--- config.mk ---
export PLATFORM = sky130hd
export DESIGN_NAME = r5fp_int_mul_add_seq
export DESIGN_NICKNAME = d
export VERILOG_FILES = /design/src/rtl/r5fp_int_pkg.sv /design/src/rtl/r5fp_mul_step.sv /design/src/rtl/r5fp_int_mul_add_seq.sv
export SDC_FILE = /design/constraint.sdc
export NUM_CORES = 1
export LEC_CHECK = 0
export ABC_AREA = 1
export CORE_UTILIZATION = 28
export CTS_CLUSTER_SIZE = 14
export DETAILED_ROUTE_END_ITERATION = 7
export MAX_ROUTING_LAYER = met4
export PLACE_DENSITY = 0.6
export SLEW_MARGIN = 0
export SYNTH_ARGS = -nofsm -noshare
export SYNTH_HDL_FRONTEND = slang
export SYNTH_SLANG_ARGS = --single-unit
--- constraint.sdc ---
create_clock -name clk -period 1.55 [get_ports clk]
set_input_delay 0.31 -clock clk [delete_from_list [all_inputs] [get_ports clk]]
set_output_delay 0.31 -clock clk [all_outputs]
set_load 0.02 [all_outputs]
--- src/rtl/r5fp_int_pkg.sv ---
// rtl/r5fp_int_pkg.sv - shared types and helpers for the integer sequencers
package r5fp_int_pkg;

    // Sequencer state shared by the multiply-add and divide/sqrt units
    typedef enum logic [1:0] {
        IDLE = 2'd0,
        RUN  = 2'd1,
        FIN  = 2'd2
    } int_seq_state_t;

    // Iteration counter width: must hold 0..W-1 without wrapping
    function automatic int int_seq_cnt_w(input int w);
        return (w <= 2) ? 1 : $clog2(w);
    endfunction

endpackage

--- src/rtl/r5fp_mul_step.sv ---
// rtl/r5fp_mul_step.sv - one shift-add multiply iteration
module r5fp_mul_step #(
    parameter int W = 10
) (
    input  logic [2*W-1:0] acc,
    input  logic [2*W-1:0] mcand,
    input  logic [W-1:0]   mplier,
    output logic [2*W-1:0] acc_nxt,
    output logic [2*W-1:0] mcand_nxt,
    output logic [W-1:0]   mplier_nxt
);

    // Add the shifted multiplicand when the current multiplier LSB is set
    always_comb begin
        acc_nxt    = mplier[0] ? (acc + mcand) : acc;
        mcand_nxt  = mcand << 1;
        mplier_nxt = mplier >> 1;
    end

endmodule

--- src/rtl/r5fp_int_mul_add_seq.sv ---
// rtl/r5fp_int_mul_add_seq.sv - iterative unsigned P = A*B + C (or A*A + C)
module r5fp_int_mul_add_seq
    import r5fp_int_pkg::*;
#(
    parameter int W = 10
) (
    input  logic           clk,
    input  logic           reset,
    input  logic [W-1:0]   A_i,
    input  logic [W-1:0]   B_i,
    input  logic [W-1:0]   C_i,
    input  logic           is_sqr_i,
    input  logic           strobe_i,
    output logic [2*W-1:0] P_o,
    output logic           done_o,
    output logic           ready_o
);

    localparam int CW = int_seq_cnt_w(W);

    int_seq_state_t state, state_n;

    logic [2*W-1:0] acc, mcand;
    logic [W-1:0]   mplier;
    logic [CW-1:0]  cnt;

    logic [2*W-1:0] acc_nxt, mcand_nxt;
    logic [W-1:0]   mplier_nxt;

    logic load, step_en, finish, last_iter;

    assign last_iter = (cnt == CW'(W - 1));

    r5fp_mul_step #(.W(W)) u_step (
        .acc        (acc),
        .mcand      (mcand),
        .mplier     (mplier),
        .acc_nxt    (acc_nxt),
        .mcand_nxt  (mcand_nxt),
        .mplier_nxt (mplier_nxt)
    );

    // State register
    always_ff @(posedge clk) begin
        if (reset) state <= IDLE;
        else       state <= state_n;
    end

    // Next state: fixed W iterations in RUN, never terminate early
    always_comb begin
        state_n = state;
        case (state)
            IDLE:    if (strobe_i)  state_n = RUN;
            RUN:     if (last_iter) state_n = FIN;
            FIN:                    state_n = IDLE;
            default:                state_n = IDLE;
        endcase
    end

    // Handshake and datapath controls decoded from state
    always_comb begin
        ready_o = (state == IDLE);
        load    = (state == IDLE) && strobe_i;
        step_en = (state == RUN);
        finish  = (state == FIN);
    end

    // Operand capture at acceptance, then one shift-add per RUN cycle
    always_ff @(posedge clk) begin
        if (reset) begin
            acc    <= '0;
            mcand  <= '0;
            mplier <= '0;
            cnt    <= '0;
        end else if (load) begin
            mcand  <= {{W{1'b0}}, A_i};
            mplier <= is_sqr_i ? A_i : B_i;
            acc    <= {{W{1'b0}}, C_i};
            cnt    <= '0;
        end else if (step_en) begin
            acc    <= acc_nxt;
            mcand  <= mcand_nxt;
            mplier <= mplier_nxt;
            cnt    <= cnt + CW'(1);
        end
    end

    // Result register: P_o holds until the next operation's FIN
    always_ff @(posedge clk) begin
        if (reset) begin
            P_o    <= '0;
            done_o <= 1'b0;
        end else begin
            done_o <= finish;
            if (finish) P_o <= acc;
        end
    end

endmodule

* Yosys cells after proc, flatten, opt, wreduce, memory -nomap -nowiden *
Index checks and enable logic that the tools add are counted.

cells by class
  $add $sub $neg = 2
  eq/ne operators = 5
  mux-type cells = 11
  reduce and logical (&&, ||, !) cells = 8

operator list
  kind                   count
  $mux W10               8
  $add A20 B20 Y20       1
  $reduce_and A2 Y1      3
  $add A4 B1 Y4 const B  1
  $eq A4 B4 Y1 const B   1
  $mux W2                2
  $pmux W2 S2            1
  $reduce_bool A2 Y1     2
  $eq A2 B1 Y1 const B   1
  $eq A2 B2 Y1 const B   1
  $logic_not A2 Y1       1
  $ne A2 B1 Y1 const B   1
  $ne A2 B2 Y1 const B   1
  $reduce_or A2 Y1       1
  $logic_and A1 B1 Y1    1

storage, ports and cells
  register bits after elaboration = 77
  bits of input ports = 34
  output and inout port bits = 22
  logic and storage cells = 35

* Depth between registers and ports, before layout *
  word-level depth = 4
  mapped depth = 13
  gate-level depth less buffers = 13

* Modules after synthesis *
From an unflattened synthesis, not the netlist that was laid out.

unflattened totals
  cell total of the unflattened synthesis = 799
  area total of the unflattened synthesis = 4,936.0 µm²

modules (own cells, without submodules)
  module                instances  cells an instance  area an instance (µm²)  sequential area each (µm²)
  r5fp_int_mul_add_seq  1          494                3,264.4                 1,541.5
  r5fp_mul_step         1          305                1,671.6                 0.0

* Least setup slack after synthesis *
OpenSTA, ideal clock, no wires.

  path type = register to register
  start = register acc[0]
  end = register acc[12]
  setup time = 0.109 ns
  arrival time = 1.565 ns
  required time = 1.441 ns
  path slack = -0.124 ns
  cell stages (with the launch flop) = 13
  buffers on the path = 0
  period minus slack after synthesis = 1.674 ns
  cells stage by stage = dfxtp_1 > ha_1 > fa_1 > nand3_1 > nand3_1 > nand2_1 > nand2_1 > nand2_1 > nand2_1 > nand2_1 > nand3_1 > nand2_1 > inv_1

between the ends
  cells in the longest elaborated chain, start to end = 1

RTL lines
  item                    line                        text
  start, declared         r5fp_int_mul_add_seq.sv:23  logic [2*W-1:0] acc, mcand;
  start signal, assigned  r5fp_int_mul_add_seq.sv:78  acc <= {{W{1'b0}}, C_i};
  start signal, assigned  r5fp_int_mul_add_seq.sv:81  acc <= acc_nxt;
  $add A20 B20 Y20        r5fp_mul_step.sv:15         acc_nxt = mplier[0] ? (acc + mcand) : acc;

No other way between the ends.
A chain may end at the register's enable or synchronous reset.

* Worst setup path in the final report *
  start = register mcand[0]
  end = register acc[16]

between the ends
  cells in the longest elaborated chain, start to end = 1

RTL lines
  item                    line                        text
  start, declared         r5fp_int_mul_add_seq.sv:23
  start signal, assigned  r5fp_int_mul_add_seq.sv:76  mcand <= {{W{1'b0}}, A_i};
  start signal, assigned  r5fp_int_mul_add_seq.sv:82  mcand <= mcand_nxt;
  $add A20 B20 Y20        r5fp_mul_step.sv:15

No other way between the ends.

==> impl_results.md <==
* CP required at between 1.5 and 2 ns
* Max frequency at 582.6 MHz
* RSZ-0062 raised after global routing: true
* Chip height at approximately 130 um
* # clock sinks at 77
* Leakage at 3.146 nW
* Residual DRC at 0
* Post-synthesis sequential area ratio at a little over a third
* Failing checks: setup timing
* CP Class: reg -> reg
* First-pass GRT wire length at 20.62 mm
* Area Overhead vs Synth at 56.74%
* Final setup fails at 13
* Antenna violations before repair at 0
* Filler instances at ~1.5k
* Layout cells sized above 1 at 31.95%
* Synth warn at 0
* Vias/cell at approximately 4.6
* Tot Pwr at between 5 and 6 mW
* Vias in the first global route at around 4.2k
* Clk buf depth at 2
* Yosys reg bits at 77
* Via count at around 4.5k
* Most frequent cells in the layout: nand2_1 (163), buf_4 (84), inv_1 (80)
* CP Launch Type: register
* GRT Total Usage at between 10% and 20%
* Die width at approximately 130 um
* # H-tree levels at 3
* Ratio of final minimum period to clock period at 110.7%
* Status: finished with violations
* IO Port Bufs at 55
* DRT Wirelength at 13.04 mm
* Max-slew violation count at 0
* Full die area at about 16000 um2
* Fin Setup TNS at -0.9882 ns
* WP data arrival at between 1.5 and 2 ns
* Root buffer cell: clkbuf_16
* I/O Pins at 56
* DP HPWL at slightly above 9 mm
* Worst Skew at approximately 0.0069 ns
* Worst r2r src: mcand[0]
* Cell area after synthesis at roughly 4300 um2
* DR iter-0 viols at ~250
* GPL Wtd Cong at around 0.83
* Hold Startpoint: P_o[8]
* Fin nets at approximately 850
* ANT cells at 0
* Synth unique cells at 33
* Synthesized instance count at 652
* Final setup margin at -0.1666 ns
* Routed length per instance at 13.32 um
* Power Density at between 800 and 900 nW/um2
* Congestion Overflow GR at 0
* Reg clk slew, reported paths at 0.06 ns
* Initial Util at ~29%
* CTS Hold Bufs at 0
* Internal reg-to-reg setup slack at -0.17 ns
* CTS tree: built
* Clk Latency, worst-skew pair at ~0.35 ns
* Core area at 14750 um2
* Final Non-Filler Cells at 979
* Crit end category: register
* Placed Instances at approximately 950
* Crit path from: mcand[0]
* Setup WS pre-CTS at -0.2167 ns
* Synthesized area per cell at between 6 and 7 um2
* Peak VDD IR at between 0.5 and 0.6 mV
* CP max FO at 3
* Max-Cap Viols at 0
* Net count after synthesis at 708
* Drt pass-1 iters at 5
* Largest net degree at the start of global routing at 25
* Num rows at 44
* Worst slew pin tran at slightly above 0.4 ns
* Hold WC Path Type: reg -> reg
* Tmin final at 1.717 ns
* Hold slack final at around 0.48 ns
* Most common cell after layout, fill and taps aside: nand2_1
* Cts bufs inserted at 9
* Rel. slew slack at just over 70%
* Final hold vios at 0
* Routed Antenna Nets at 0
routing by layer:
layer / vias to the layer above / part of all wire (%) / GRT usage [%]
li1: 2364 / - / -
met1: 2037 / 49 / 22.91
met2: 88 / 46 / 25.35
met3: 16 / 3.4 / 3.016
met4: 0 / 2.0 / 6.804
met5: - / 0 / -
worst paths after layout:
path                  end  cells past startpoint
setup / recovery  acc[16]                     12
hold / removal     P_o[8]                      2
setup reg to reg  acc[16]                     12
hold reg to reg    P_o[8]                      2
critical path: stages, from the launching register on:
cell and delay [ns]:
dfxtp_2 0.34, ha_4 0.16, fa_2 0.38, nand3_2 0.09, nand3_2 0.09, nand2_2 0.11, nand2_4 0.09, nand2_4 0.08
nand2_2 0.05, nand2_2 0.07, nand3_2 0.05, nand2_1 0.07, inv_1 0.03
repair_timing:
item                                    CTS  global route
gates resized for setup                 103            85
pin swaps                                12            44
setup buffers                             1            11
gates cloned                              0             0
endpoints found under the setup margin   38            19
area by class of cell:
class                      count  area, um2  share of cell area (%)
sequential                    77       1594                   23.66
clock buffer                  11      242.7                   3.603
inverter                      89      345.3                   5.126
tap                          184      230.2                   3.418
timing repair buffer         152       1353                   20.08
clock inverter                 5      58.81                  0.8730
multi-input combinational    461       2913                   43.24
through the flow:
step	area (um2)	util (%)
floorplan	4327	-
global placement	5714	38.73
detailed placement	5714	38.73
CTS	6367	43.16
global route	6736	45.66
finish	6736	45.66
synthesized netlist by cell type:
master | number | share of area [%]
nor2_2 | 1 | 0.15
inv_1 | 88 | 7.7
a31oi_1 | 8 | 1.2
fa_1 | 1 | 0.47
nand3_1 | 32 | 3.7
a21oi_1 | 50 | 5.8
nand4_1 | 2 | 0.29
and2_1 | 2 | 0.29
buf_4 | 2 | 0.35
buf_1 | 1 | 0.087
nor2_1 | 55 | 4.8
inv_4 | 1 | 0.15
nand2_4 | 1 | 0.26
mux2i_1 | 1 | 0.23
o21ai_0 | 45 | 5.2
xor2_1 | 5 | 1.0
xnor2_1 | 3 | 0.61
o21a_1 | 1 | 0.17
nand2_1 | 202 | 18
nor2_4 | 3 | 0.79
buf_6 | 1 | 0.26
nor3b_1 | 1 | 0.17
and3_1 | 1 | 0.15
dfxtp_1 | 77 | 36
ha_1 | 21 | 6.1
a221oi_1 | 6 | 1.2
nand3b_1 | 2 | 0.35
clkbuf_1 | 11 | 0.96
nand2_2 | 2 | 0.29
nor3_1 | 5 | 0.58
buf_2 | 10 | 1.2
o21bai_1 | 2 | 0.35
a22oi_1 | 9 | 1.6
where the power goes:
| part | switching (mW) | internal (mW) | leakage, nW |
|---|---|---|---|
| registers | 0.0848 | 2.07 | 0.639 |
| clock network | 0.884 | 1.29 | 0.142 |
| logic | 0.607 | 0.627 | 2.36 |
flip-flops by register name (all words and copies together) (netlist names):
register	cells
cnt	4
mplier	10
done_o	1
P_o	20
mcand	20
state	2
acc	20
logic make-up after synthesis:
family | count (synthesis) | share of synthesized area, %
AND/OR/NAND/NOR | 309 | 29.49
AO/OA/AOI/OAI | 121 | 15.55
buffers and inverters | 114 | 10.66
flip-flops | 77 | 35.87
adder cells (fa/ha/maj) | 22 | 6.579
XOR/XNOR | 8 | 1.630
multiplexers | 1 | 0.2329
(Power assumes the default switching activity.)
